==> src/rtl/disp_scan_ctrl_if.sv <==
// Digit-load and display-pin bundle between the timekeeping logic and the
// 7-segment scan controller.
interface disp_scan_ctrl_if #(
   parameter int NUM_DIGITS = 6
);
   logic                      enable;
   logic                      load;
   logic [4*NUM_DIGITS-1:0]   digits_in;
   logic [NUM_DIGITS-1:0]     dp_in;
   logic                      lz_en;
   logic [3:0]                dec_bcd;
   logic [NUM_DIGITS-1:0]     an_n;
   logic                      dp_out;
   logic                      frame_done;

   modport master (
      output enable, load, digits_in, dp_in, lz_en,
      input  dec_bcd, an_n, dp_out, frame_done
   );

   modport slave (
      input  enable, load, digits_in, dp_in, lz_en,
      output dec_bcd, an_n, dp_out, frame_done
   );
endinterface

==> src/rtl/disp_scan_ctrl.sv <==
// Time-multiplexed 7-segment scan controller: one shared decoder code, per-digit
// anode enables, blanking guard per slot and frame-boundary data swap.
//
// state   | meaning
// --------+-----------------------------------------------------------
// S_IDLE  | scan disabled, display dark, idx and slot timer parked
// S_BLANK | guard interval, dec_bcd set up for digit idx, anodes off
// S_DRIVE | anode idx on, dec_bcd held, dp shown
module disp_scan_ctrl #(
   parameter int NUM_DIGITS   = 6,
   parameter int REFRESH_DIV  = 1000,
   parameter int BLANK_CYCLES = 8
) (
   input  logic            clk,
   input  logic            rst,
   disp_scan_ctrl_if.slave bus
);

   localparam int IW = (NUM_DIGITS > 1) ? $clog2(NUM_DIGITS) : 1;
   localparam int CW = (REFRESH_DIV > 1) ? $clog2(REFRESH_DIV) : 1;
   localparam logic [CW-1:0] SLOT_LAST = CW'(REFRESH_DIV - 1);
   localparam logic [CW-1:0] SLOT_LIT  = CW'(REFRESH_DIV - BLANK_CYCLES);
   localparam logic [IW-1:0] IDX_LAST  = IW'(NUM_DIGITS - 1);

   typedef enum logic [1:0] {
      S_IDLE  = 2'd0,
      S_BLANK = 2'd1,
      S_DRIVE = 2'd2
   } state_t;

   state_t                  state_q, state_d;
   logic [IW-1:0]           idx_q, idx_d;
   logic [CW-1:0]           slot_q, slot_d;
   logic [4*NUM_DIGITS-1:0] shadow_dig_q, shadow_dig_d;
   logic [NUM_DIGITS-1:0]   shadow_dp_q, shadow_dp_d;
   logic [4*NUM_DIGITS-1:0] active_dig_q, active_dig_d;
   logic [NUM_DIGITS-1:0]   active_dp_q, active_dp_d;
   logic                    pending_q, pending_d;
   logic                    sup_q, sup_d;
   logic [3:0]              dec_bcd_q, dec_bcd_d;
   logic [NUM_DIGITS-1:0]   an_n_q, an_n_d;
   logic                    dp_out_q, dp_out_d;
   logic                    frame_done_q, frame_done_d;

   logic                    wrap;
   logic                    commit;
   logic [3:0]              cur_dig;
   logic                    cur_dp;
   logic                    hi_nonzero;
   logic                    suppress;

   always_ff @(posedge clk or posedge rst) begin
      if (rst) begin
         state_q      <= S_IDLE;
         idx_q        <= '0;
         slot_q       <= SLOT_LAST;
         shadow_dig_q <= '0;
         shadow_dp_q  <= '0;
         active_dig_q <= '0;
         active_dp_q  <= '0;
         pending_q    <= 1'b0;
         sup_q        <= 1'b0;
         dec_bcd_q    <= 4'hF;
         an_n_q       <= '1;
         dp_out_q     <= 1'b0;
         frame_done_q <= 1'b0;
      end else begin
         state_q      <= state_d;
         idx_q        <= idx_d;
         slot_q       <= slot_d;
         shadow_dig_q <= shadow_dig_d;
         shadow_dp_q  <= shadow_dp_d;
         active_dig_q <= active_dig_d;
         active_dp_q  <= active_dp_d;
         pending_q    <= pending_d;
         sup_q        <= sup_d;
         dec_bcd_q    <= dec_bcd_d;
         an_n_q       <= an_n_d;
         dp_out_q     <= dp_out_d;
         frame_done_q <= frame_done_d;
      end
   end

   // slot_q is a down-counter of cycles left in the slot; the lit phase
   // starts once BLANK_CYCLES of it have elapsed.
   always_comb begin
      state_d = state_q;
      idx_d   = idx_q;
      slot_d  = slot_q;
      wrap    = 1'b0;
      commit  = 1'b0;
      if (!bus.enable) begin
         state_d = S_IDLE;
         idx_d   = '0;
         slot_d  = SLOT_LAST;
      end else begin
         case (state_q)
            S_IDLE: begin
               state_d = S_BLANK;
               idx_d   = '0;
               slot_d  = SLOT_LAST;
               commit  = 1'b1;
            end
            S_BLANK: begin
               slot_d = slot_q - 1'b1;
               if (slot_q == SLOT_LIT) begin
                  state_d = S_DRIVE;
               end
            end
            S_DRIVE: begin
               if (slot_q == '0) begin
                  state_d = S_BLANK;
                  slot_d  = SLOT_LAST;
                  if (idx_q == IDX_LAST) begin
                     idx_d  = '0;
                     wrap   = 1'b1;
                     commit = 1'b1;
                  end else begin
                     idx_d = idx_q + 1'b1;
                  end
               end else begin
                  slot_d = slot_q - 1'b1;
               end
            end
            default: state_d = S_IDLE;
         endcase
      end
   end

   // A load landing on a commit edge only refreshes shadow and keeps pending
   // set, so it is picked up at the following boundary.
   always_comb begin
      shadow_dig_d = shadow_dig_q;
      shadow_dp_d  = shadow_dp_q;
      active_dig_d = active_dig_q;
      active_dp_d  = active_dp_q;
      pending_d    = pending_q;
      if (commit && pending_q) begin
         active_dig_d = shadow_dig_q;
         active_dp_d  = shadow_dp_q;
         pending_d    = 1'b0;
      end
      if (bus.load) begin
         shadow_dig_d = bus.digits_in;
         shadow_dp_d  = bus.dp_in;
         pending_d    = 1'b1;
      end
   end

   always_comb begin
      cur_dig    = 4'h0;
      cur_dp     = 1'b0;
      hi_nonzero = 1'b0;
      for (int i = 0; i < NUM_DIGITS; i++) begin
         if (idx_q == IW'(i)) begin
            cur_dig = active_dig_q[4*i +: 4];
            cur_dp  = active_dp_q[i];
         end
         if ((IW'(i) >= idx_q) && (active_dig_q[4*i +: 4] != 4'h0)) begin
            hi_nonzero = 1'b1;
         end
      end
      suppress = bus.lz_en && (idx_q != '0) && !hi_nonzero;

      an_n_d       = '1;
      dec_bcd_d    = 4'hF;
      dp_out_d     = 1'b0;
      sup_d        = sup_q;
      frame_done_d = 1'b0;
      // The code is latched on the first guard cycle so nothing on the
      // segment bus moves while an anode is on.
      if (bus.enable) begin
         case (state_q)
            S_BLANK: begin
               if (slot_q == SLOT_LAST) begin
                  sup_d     = suppress;
                  dec_bcd_d = suppress ? 4'hF : cur_dig;
               end else begin
                  dec_bcd_d = dec_bcd_q;
               end
            end
            S_DRIVE: begin
               dec_bcd_d    = dec_bcd_q;
               dp_out_d     = cur_dp & ~sup_q;
               frame_done_d = wrap;
               for (int i = 0; i < NUM_DIGITS; i++) begin
                  if (idx_q == IW'(i)) begin
                     an_n_d[i] = 1'b0;
                  end
               end
            end
            default: ;
         endcase
      end
   end

   assign bus.dec_bcd    = dec_bcd_q;
   assign bus.an_n       = an_n_q;
   assign bus.dp_out     = dp_out_q;
   assign bus.frame_done = frame_done_q;

endmodule

==> src/flat_wrapper.sv <==
// flat-port wrapper written by rule: the top's interface ports become plain ports
module disp_scan_ctrl_flat 
#(
   parameter int NUM_DIGITS   = 6,
   parameter int REFRESH_DIV  = 1000,
   parameter int BLANK_CYCLES = 8
)
  (clk, rst, bus_enable, bus_load, bus_digits_in, bus_dp_in, bus_lz_en, bus_dec_bcd, bus_an_n, bus_dp_out, bus_frame_done);
  disp_scan_ctrl_if #(.NUM_DIGITS(NUM_DIGITS)) bus_i ();
  input  logic clk;
  input  logic rst;
  input wire logic [$bits(bus_i.enable)-1:0] bus_enable;
  input wire logic [$bits(bus_i.load)-1:0] bus_load;
  input wire logic [$bits(bus_i.digits_in)-1:0] bus_digits_in;
  input wire logic [$bits(bus_i.dp_in)-1:0] bus_dp_in;
  input wire logic [$bits(bus_i.lz_en)-1:0] bus_lz_en;
  output wire logic [$bits(bus_i.dec_bcd)-1:0] bus_dec_bcd;
  output wire logic [$bits(bus_i.an_n)-1:0] bus_an_n;
  output wire logic [$bits(bus_i.dp_out)-1:0] bus_dp_out;
  output wire logic [$bits(bus_i.frame_done)-1:0] bus_frame_done;
  assign bus_i.enable = bus_enable;
  assign bus_i.load = bus_load;
  assign bus_i.digits_in = bus_digits_in;
  assign bus_i.dp_in = bus_dp_in;
  assign bus_i.lz_en = bus_lz_en;
  assign bus_dec_bcd = bus_i.dec_bcd;
  assign bus_an_n = bus_i.an_n;
  assign bus_dp_out = bus_i.dp_out;
  assign bus_frame_done = bus_i.frame_done;
  disp_scan_ctrl #(.NUM_DIGITS(NUM_DIGITS), .REFRESH_DIV(REFRESH_DIV), .BLANK_CYCLES(BLANK_CYCLES)) u_core (.clk(clk), .rst(rst), .bus(bus_i));
endmodule
==> config.mk <==
export PLATFORM = sky130hd
export DESIGN_NAME = disp_scan_ctrl_flat
export DESIGN_NICKNAME = d
export VERILOG_FILES = /design/src/rtl/disp_scan_ctrl_if.sv /design/src/rtl/disp_scan_ctrl.sv /design/src/flat_wrapper.sv
export SDC_FILE = /design/constraint.sdc
export NUM_CORES = 1
export LEC_CHECK = 0
export CAP_MARGIN = 0
export CORE_UTILIZATION = 45
export CTS_CLUSTER_SIZE = 16
export DETAILED_ROUTE_END_ITERATION = 8
export PLACE_DENSITY = 0.7
export SLEW_MARGIN = 20
export SYNTH_ARGS = -nofsm -noshare
export SYNTH_HDL_FRONTEND = slang
export SYNTH_SLANG_ARGS = --single-unit
==> constraint.sdc <==
create_clock -name clk -period 3.05 [get_ports clk]
set_input_delay 0.61 -clock clk [delete_from_list [all_inputs] [get_ports clk]]
set_output_delay 0.61 -clock clk [all_outputs]
set_load 0.01 [all_outputs]
==> flow_summary_export.csv, run 1 <==
group,metric,value,unit
status,status,"finished, final reports clean",
place,hpwl,6069,um
global_routing,grt_pass1_vias,2948,
power,ir_drop,0.0003237,V
synthesis,yosys_warnings,0,
detailed_routing,wl_met3,304,um
detailed_routing,wl_met1,3820,um
setup_path,crit_fanout,15,
setup_path,cp.buffers_inverters,1,
global_routing,antenna_found_initial,0,
finish,final_common_cell,"dfrtp_1",
floorplan,rows,35,
synthesis,synth-edff-count,0,
setup_path,end_kind,"flop",
floorplan,dieArea,9830,sq um
synthesis,syn-instance-count,364,
synthesis,postSynthAreaPerCell,11.67,sq um
synthesis,synth_area_leader_cell,"dfrtp_1",
floorplan,initial_core_util,46.18,%
finish,multi_input_area,1863,sq um
clocking,clock_sinks,89,
synthesis,synth_top_area_share,41.84,%
finish,final_area,5046,sq um
timing,final.setup_skew,9.237,ps
place,place_congestion,0.8246,
floorplan,die_w,99.15,um
synthesis,yosys-top-cells-area,"dfrtp_1 (42%), dfstp_2 (11%), mux2_2 (8.2%)",
setup_path,start_kind,"flop",
detailed_routing,vias,2958,
place,place_area,4805,sq um
global_routing,grt_usage,19.23,%
power,power.density,751.8,nW/um^2
setup_path,arrival,2770,ps
clocking,cts_resized,0,
clocking,htree_num_levels,3,
worst_hold_path,min_path_type,"flop to flop",
setup_path,worstSetupStartpoint,"u_core.idx_q[0]",
detailed_routing,drt_wl_total,8519,um
synthesis,async_flop_share,100.0,%
synthesis,yosysSeqAreaShare,52.98,%
timing,period_minus_slack,2471,ps
timing,post-route-period-util,81.00,%
floorplan,core_area,9196,sq um
finish,diodes,0,
job,max_cap_viol_count,0,
place,port_buffers,46,
setup_path,required,3350,ps
setup_path,crit_type,"flop to flop",
synthesis,synth-seq-cells,89,
floorplan,die_h,99.15,um
finish,final_cells,523,
place,dp_cells,507,
timing,final-setup-viol-count,0,
clocking,clock_latency,360,ps
detailed_routing,drtIter0Drc,113,
timing,setup-tns-final,0,ps
timing,rsz0062_at_grt,"false",
finish,ff_latch_area,2250,sq um
timing,report.final.slew_viol_count,0,
clocking,root_buffer,"clkbuf_8",
floorplan,ios,47,
clocking,hold_buffers,0,
synthesis,yosysUniqueCellTypes,56,
finish,synthToLayoutAreaGrowth,18.83,%
clocking,cts_buffers,9,
detailed_routing,drt_pass1_iterations,4,
setup_path,worstReg2RegStart,"u_core.idx_q[0]",
setup_path,cp_cell_sequence,"inv_1 > ha_1 > nor2b_1 > o22a_1 > a41oi_1 > a211oi_1 > o32a_1",
global_routing,gr-total-overflow,0,
setup_path,cpMaxStageDelayCell,"dfrtp_1",
timing,relSlewSlack,52.08,%
synthesis,synth_nets,408,
finish,nNetsFinal,451,
detailed_routing,wl_per_cell,16.29,um
timing,final_hold_viol_count,0,
clocking,cts_setup_buffers,0,
finish,final_cell_mix,"dfrtp_1 (71), clkdlybuf4s50_1 (46), mux2_2 (31)",
synthesis,ys_dominant_reg_cell,"dfrtp_1",
global_routing,grt_max_degree,48,
setup_path,cpPeakStageDelay,600,ps
timing,tightest_slew,717.9,ps
global_routing,grt_pass1_wl,14600,um
synthesis,netlist_area,4247,sq um
timing,max_freq,0.4048,GHz
detailed_routing,ant_nets,0,
clocking,cts_tree,"yes",
detailed_routing,routed.top_layer,"met4",
power,power.leakage,2.066,nW
finish,drive_gt1_share,19.42,%
clocking,ctsLongestPathBuffers,2,
clocking,clk_pin_slew,90,ps
setup_path,critPathTopFamily,"compound AO/OA/AOI/OAI gates",
worst_hold_path,hold_start,"u_core.sup_q",
detailed_routing,wl_met2,4227,um
detailed_routing,vias_per_cell,5.656,
detailed_routing,route.detailed.drc,0,
finish,fill_cells,803,
final timing paths:
path	to	slack (ps)	depth (start not counted)
setup / recovery	u_core.bus.dec_bcd[3]	580	7
hold / removal	u_core.bus.dp_out	480	1
setup reg to reg	u_core.bus.dec_bcd[3]	580	7
hold reg to reg	u_core.bus.dp_out	480	1
max in group asynchronous	u_core.slot_q[8]	1610	3
min in group asynchronous	u_core.bus.frame_done	700	2
cells in the mapped netlist (all sizes together), types with 4 or more instances:
cell type  instances
nor4               6
buf               13
nand2b             4
o21ai             13
nor2              27
clkbuf             7
inv                9
and3b              4
nor2b              4
nand2             28
nor3b              4
o32a               4
dfstp             18
dfrtp             71
nand3             11
a21oi             12
nor3               9
mux2              61
a21boi             4
ha                 9
a31oi              5
logic make-up after synthesis:
family,count (synthesis),synth area share (%)
fa+ha+maj,9,2.652
xor+xnor,2,0.4126
mux,62,16.41
simple gates,112,14.32
compound gates,61,10.02
buf+inv,29,3.212
flops,89,52.98
state kept, by name, summed over array words and instances, names as in the netlist, 2 cells and up:
name and cells:
u_core.state_q 2, u_core.active_dp_q 6, u_core.slot_q 10, u_core.shadow_dig_q 24, u_core.bus.dec_bcd 4, u_core.bus.an_n 6, u_core.active_dig_q 24, u_core.shadow_dp_q 6
u_core.idx_q 3
power breakdown:
part / internal (mW) / switching, mW
combinational: 0.525 / 0.516
clock: 0.545 / 0.424
sequential: 1.53 / 0.256
total: 2.60 / 1.20
final cells by class:
class / instances / area share (%)
flip-flops and latches: 89 / 44.58
multi-input cells: 246 / 36.92
repair buffers: 52 / 10.27
well taps: 111 / 2.752
clock buffers: 9 / 2.455
clock inverters: 7 / 2.331
inverters: 9 / 0.6943
metrics by stage:
step           hold slack (ps)  util (%)  setup WS, ps  power [mW]
4_1_cts                  481.7     54.87         596.5       3.841
3_5_place_dp             450.8     52.24         470.1       2.853
2_1_floorplan            399.1         -         162.9       2.533
3_3_place_gp             463.1     52.24         543.8       2.804
6_report                 481.0     54.87         579.5       3.794
5_1_grt                  495.4     54.87         361.8       4.049
per-layer routing:
layer | GRT usage (%) | up-vias
met5 | 0 | -
met4 | 7.805 | 0
met3 | 4.076 | 14
met2 | 31.90 | 66
met1 | 24.73 | 1481
li1 | - | 1397
worst reg2reg max path: cells and delay by family, from the launching register on:
family / cells / cell delay, ps
adder cells (fa/ha/maj): 1 / 400
AND/OR/NAND/NOR: 1 / 180
AO/OA/AOI/OAI: 4 / 1100
buffers and inverters: 1 / 140
flip-flops: 1 / 600
No activity file was read; power rests on OpenSTA's default activity.
==> inputs of run 2 (changes only) <==
==> constraint.sdc (replaced) <==
create_clock -name clk -period 2.2 [get_ports clk]
set_input_delay 0.44 -clock clk [delete_from_list [all_inputs] [get_ports clk]]
set_output_delay 0.44 -clock clk [all_outputs]
set_load 0.01 [all_outputs]
==> flow_summary_export.csv, run 2 (synthesis results as in run 1) <==
group,metric,value,unit
job,max_cap_viol_count,0,
finish,drive_gt1_share,24.06,%
timing,period_minus_slack,2139,ps
global_routing,grt_usage,19.39,%
global_routing,gr-total-overflow,0,
detailed_routing,drt_wl_total,8784,um
clocking,clock_sinks,89,
floorplan,dieArea,9830,sq um
timing,report.final.slew_viol_count,0,
timing,setup_slack,61.19,ps
clocking,clk_pin_slew,90,ps
setup_path,crit_type,"flop to flop",
detailed_routing,wl_met1,3847,um
timing,final-setup-viol-count,0,
timing,holdWs,494.1,ps
worst_hold_path,min_to,"u_core.active_dp_q[2]",
finish,final_cells,535,
power,pwr-share-clk,23.2,%
floorplan,die_w,99.15,um
worst_hold_path,min_path_cells,1,
power,p_comb_share,30.2,%
finish,nNetsFinal,464,
setup_path,rrSetupSlack,60,ps
status,status,"finished, final reports clean",
setup_path,crit_fanout,21,
power,internal_power,3.591,mW
clocking,root_buffer,"clkbuf_8",
setup_path,worstReg2RegEnd,"u_core.active_dig_q[0]",
floorplan,die_h,99.15,um
detailed_routing,route.detailed.drc,0,
power,p_total,5.306,mW
setup_path,end_kind,"flop",
detailed_routing,routed.top_layer,"met4",
finish,synthToLayoutAreaGrowth,22.07,%
detailed_routing,drtIter0Drc,112,
power,switchingPower,1.715,mW
detailed_routing,wl_met2,4309,um
global_routing,antenna_found_initial,0,
worst_hold_path,min_path_type,"flop to flop",
place,port_buffers,46,
timing,post-route-period-util,97.22,%
finish,final_cell_mix,"dfrtp_1 (71), clkdlybuf4s50_1 (46), mux2_2 (31)",
power,power.leakage,2.123,nW
global_routing,grt_pass1_wl,14840,um
global_routing,grt_max_degree,49,
floorplan,rows,35,
detailed_routing,wl_per_cell,16.42,um
timing,relSlewSlack,58.46,%
finish,diodes,0,
timing,max_freq,0.4675,GHz
place,place_congestion,0.9129,
place,hpwl,6321,um
detailed_routing,drt_pass1_iterations,4,
finish,final_common_cell,"dfrtp_1",
clocking,htree_num_levels,3,
setup_path,start_kind,"flop",
timing,tightest_slew,623.1,ps
worst_hold_path,hold_start,"u_core.active_dp_q[2]",
power,p_sw_share,32.32,%
timing,final.setup_skew,9.325,ps
clocking,hold_buffers,0,
power,p_seq_share,46.6,%
clocking,cts_tree,"yes",
finish,final_core_utilization,56.37,%
clocking,clock_latency,370,ps
detailed_routing,ant_nets,0,
place,post-place-ws,42.09,ps
global_routing,grt_pass1_vias,3030,
timing,final_hold_viol_count,0,
power,power.density,1024,nW/um^2
floorplan,ios,47,
setup_path,reg2reg_depth,8,
setup_path,worstReg2RegStart,"u_core.slot_q[1]",
place,dp_cells,517,
floorplan,initial_core_util,46.18,%
setup_path,required,2450,ps
clocking,cts_buffers,9,
floorplan,core_area,9196,sq um
detailed_routing,vias,2996,
detailed_routing,vias_per_cell,5.600,
timing,rsz0062_at_grt,"true",
setup_path,arrival,2390,ps
power,ir_drop,0.0004891,V
finish,reg_top3,"u_core.active_dig_q: 24 flops, u_core.shadow_dig_q: 24 flops, u_core.slot_q: 10 flops",
detailed_routing,wl_met3,435,um
clocking,ctsLongestPathBuffers,2,
-- run 2: layer usage --
layer  vias up  GRT usage (%)
met5         -              0
met4         0          9.615
met3        18          4.498
met2        75          31.74
met1      1473          24.33
li1       1430              -
-- run 2: cell type report --
class                   count  area, sq um
fillers                   808         4013
flip-flops and latches     89         2250
multi-input cells         246         1912
repair buffers             65        629.4
well taps                 111        138.9
clock buffers               9        123.9
clock inverters             6        92.59
inverters                   9        37.54
-- run 2: how the worst max path moves through the flow --
stage | cells after the start | end | slack, ps | start
6_report | 8 | u_core.active_dig_q[0] | 60 | u_core.slot_q[1]
3_5_place_dp | 6 | u_core.slot_q[2] | 40 | bus_enable
3_3_place_gp | 5 | u_core.bus.dec_bcd[0] | 70 | bus_enable
4_1_cts | 8 | u_core.active_dig_q[13] | 20 | u_core.slot_q[0]
5_1_grt | 8 | u_core.active_dig_q[23] | -40 | u_core.slot_q[0]
2_1_floorplan | 8 | u_core.slot_q[2] | 150 | u_core.slot_q[0]
-- run 2: per-stage QoR --
step	instance area, sq um	setup TNS, ps
2_1_floorplan	4250	0
3_3_place_gp	4895	0
3_5_place_dp	4895	0
4_1_cts	5111	0
5_1_grt	5184	-753.0
6_report	5184	0
-- run 2: what timing repair did --
| action | 4_1_cts | 5_1_grt |
|---|---|---|
| buffers inserted | 0 | 2 |
| setup endpoints to repair | 0 | 37 |
| gates resized for setup | 0 | 12 |
-- run 2: critical path, cell delays in order (launching register included) --
cell and delay, ps:
dfstp_2 390, inv_2 60, ha_2 190, nor3b_4 200, and4_4 260, a41oi_2 150, nor2_4 230, buf_12 190
mux2_1 340
-- run 2: power by group through the flow --
stage	combinational (mW)	clock (mW)	sequential, mW
floorplan	1.15	0	2.36
global placement	1.46	0	2.48
detailed placement	1.51	0	2.50
CTS	1.51	1.26	2.47
global route	1.79	1.32	2.54
finish	1.60	1.23	2.47
==> inputs of run 3 (changes only) <==
==> constraint.sdc (replaced) <==
create_clock -name clk -period 1.85 [get_ports clk]
set_input_delay 0.37 -clock clk [delete_from_list [all_inputs] [get_ports clk]]
set_output_delay 0.37 -clock clk [all_outputs]
set_load 0.01 [all_outputs]
==> flow_summary_export.csv, run 3 (synthesis results as in run 1) <==
group,metric,value,unit
global_routing,grt_pass1_vias,3064,
finish,final_core_utilization,64.75,%
status,violations,"negative setup slack",
place,hpwl,6437,um
finish,nNetsFinal,505,
global_routing,antenna_found_initial,0,
finish,synthToLayoutAreaGrowth,40.22,%
detailed_routing,drtIter0Drc,172,
clocking,cts_buffers,9,
clocking,htree_num_levels,3,
timing,holdWs,487.7,ps
setup_path,crit_type,"flop to flop",
setup_path,cpMaxStageDelayCell,"dfstp_2",
floorplan,rows,35,
detailed_routing,vias,3221,
clocking,hold_buffers,0,
setup_path,reg2reg_depth,9,
detailed_routing,drt_pass1_iterations,4,
detailed_routing,vias_per_cell,5.582,
timing,post-route-period-util,112.3,%
timing,final-setup-viol-count,40,
finish,final_cells,577,
floorplan,core_area,9196,sq um
setup_path,required,2080,ps
setup_path,critPathTopFamily,"flip-flops",
place,place_congestion,0.8545,
timing,final.setup_skew,12.67,ps
clocking,clock_sinks,89,
detailed_routing,route.detailed.drc,0,
global_routing,grt_usage,19.80,%
setup_path,crit_fanout,5,
setup_path,rrSetupSlack,-230,ps
place,dp_cells,544,
timing,final_hold_viol_count,0,
timing,period_minus_slack,2077,ps
setup_path,worstSetupStartpoint,"u_core.slot_q[0]",
floorplan,dieArea,9830,sq um
global_routing,grt_pass1_wl,15120,um
timing,report.final.slew_viol_count,0,
floorplan,die_h,99.15,um
floorplan,ios,47,
setup_path,cp.buffers_inverters,3,
finish,multi_input_area,2240,sq um
status,status,"complete, but fails checks",
floorplan,initial_core_util,46.18,%
job,max_cap_viol_count,0,
clocking,clk_pin_slew,100,ps
setup_path,cpPeakStageDelay,560,ps
floorplan,die_w,99.15,um
setup_path,crit_cells,9,
timing,tightest_slew,522.1,ps
setup_path,critPathCapture,"u_core.active_dp_q[5]",
finish,fill_cells,677,
setup_path,cp_cell_sequence,"inv_2 > ha_4 > nor3b_4 > and4_4 > a41oi_2 > nor2_4 > buf_12 > clkbuf_16 > mux2_4",
finish,diodes,0,
detailed_routing,wl_per_cell,16.92,um
detailed_routing,ant_nets,0,
timing,relSlewSlack,65.19,%
worst_hold_path,min_path_type,"primary input to async pin",
clocking,cts_tree,"yes",
setup_path,start_kind,"flop",
finish,drive_gt1_share,42.92,%
finish,final_cell_mix,"dfrtp_1 (70), buf_4 (45), clkdlybuf4s50_1 (43)",
place,port_buffers,46,
power,ir_drop,0.0005204,V
clocking,ctsLongestPathBuffers,2,
finish,ff_latch_area,2251,sq um
timing,rsz0062_at_grt,"true",
timing,setup_slack,-227.0,ps
place,post-place-ws,-162.1,ps
finish,final_common_cell,"dfrtp_1",
power,power.density,1242,nW/um^2
timing,max_freq,0.4815,GHz
global_routing,gr-total-overflow,0,
setup_path,worstReg2RegStart,"u_core.slot_q[0]",
clocking,root_buffer,"clkbuf_8",
finish,reg_top3,"u_core.active_dig_q: 24 flops, u_core.shadow_dig_q: 24 flops, u_core.slot_q: 10 flops",
power,power.leakage,2.530,nW
clocking,clock_latency,350,ps
setup_path,end_kind,"flop",
detailed_routing,drt_wl_total,9765,um
global_routing,grt_max_degree,90,
setup_path,worstReg2RegEnd,"u_core.active_dp_q[5]",
setup_path,arrival,2310,ps
run 3: worst min-delay path by stage:
stage,startpoint,endpoint,slack [ps],cells past startpoint
floorplan,u_core.sup_q,u_core.bus.dp_out,400,1
global placement,u_core.shadow_dig_q[23],u_core.active_dig_q[23],490,1
detailed placement,u_core.shadow_dig_q[19],u_core.active_dig_q[19],490,1
CTS,rst,u_core.active_dig_q[6],500,3
global route,rst,u_core.active_dig_q[6],510,3
finish,rst,u_core.bus.frame_done,490,3
run 3: layout make-up:
cell class                      count  share of cell area, %
Sequential cell                    89                  37.80
Multi-Input combinational cell    246                  37.61
Timing Repair Buffer              106                  17.71
Tap cell                          111                  2.332
Clock buffer                       10                  2.311
Clock inverter                      6                  1.597
Inverter                            9                 0.6304
run 3: metrics by stage:
stage                     total power, mW  cell area, sq um  TNS, ps
after floorplan                     4.634              4419    -2099
after global placement              5.326              5280    -4586
after detailed placement            5.437              5280    -5727
after CTS                           7.038              5554    -5570
after global routing                7.802              5954    -8882
final                               7.396              5954    -7116
run 3: report_power, final:
group	leakage, nW	switching [mW]	internal (mW)
Clock	0.118	0.710	0.815
Combinational	1.37	1.20	1.68
Sequential	1.04	0.475	2.52
Total	2.53	2.39	5.01
run 3: worst reg2reg max path, stage by stage, from the launching register on:
cell       delay (ps)
dfstp_2           560
inv_2              60
ha_4              160
nor3b_4           150
and4_4            180
a41oi_2           210
nor2_4             60
buf_12            150
clkbuf_16         160
mux2_4            290
run 3: timing repair:
item | CTS | global route
buffers inserted | 0 | 14
pin swaps | 1 | 15
cloned | 0 | 3
gates resized for setup | 9 | 56
endpoints found under the setup margin | 45 | 55
run 3: per-layer routing:
layer / vias to the layer above / share of wire (%) / global-route usage (%)
li1: 1504 / - / -
met1: 1609 / 45 / 26.40
met2: 90 / 50 / 32.54
met3: 18 / 3.7 / 3.373
met4: 0 / 1.9 / 7.692
met5: - / 0 / 0
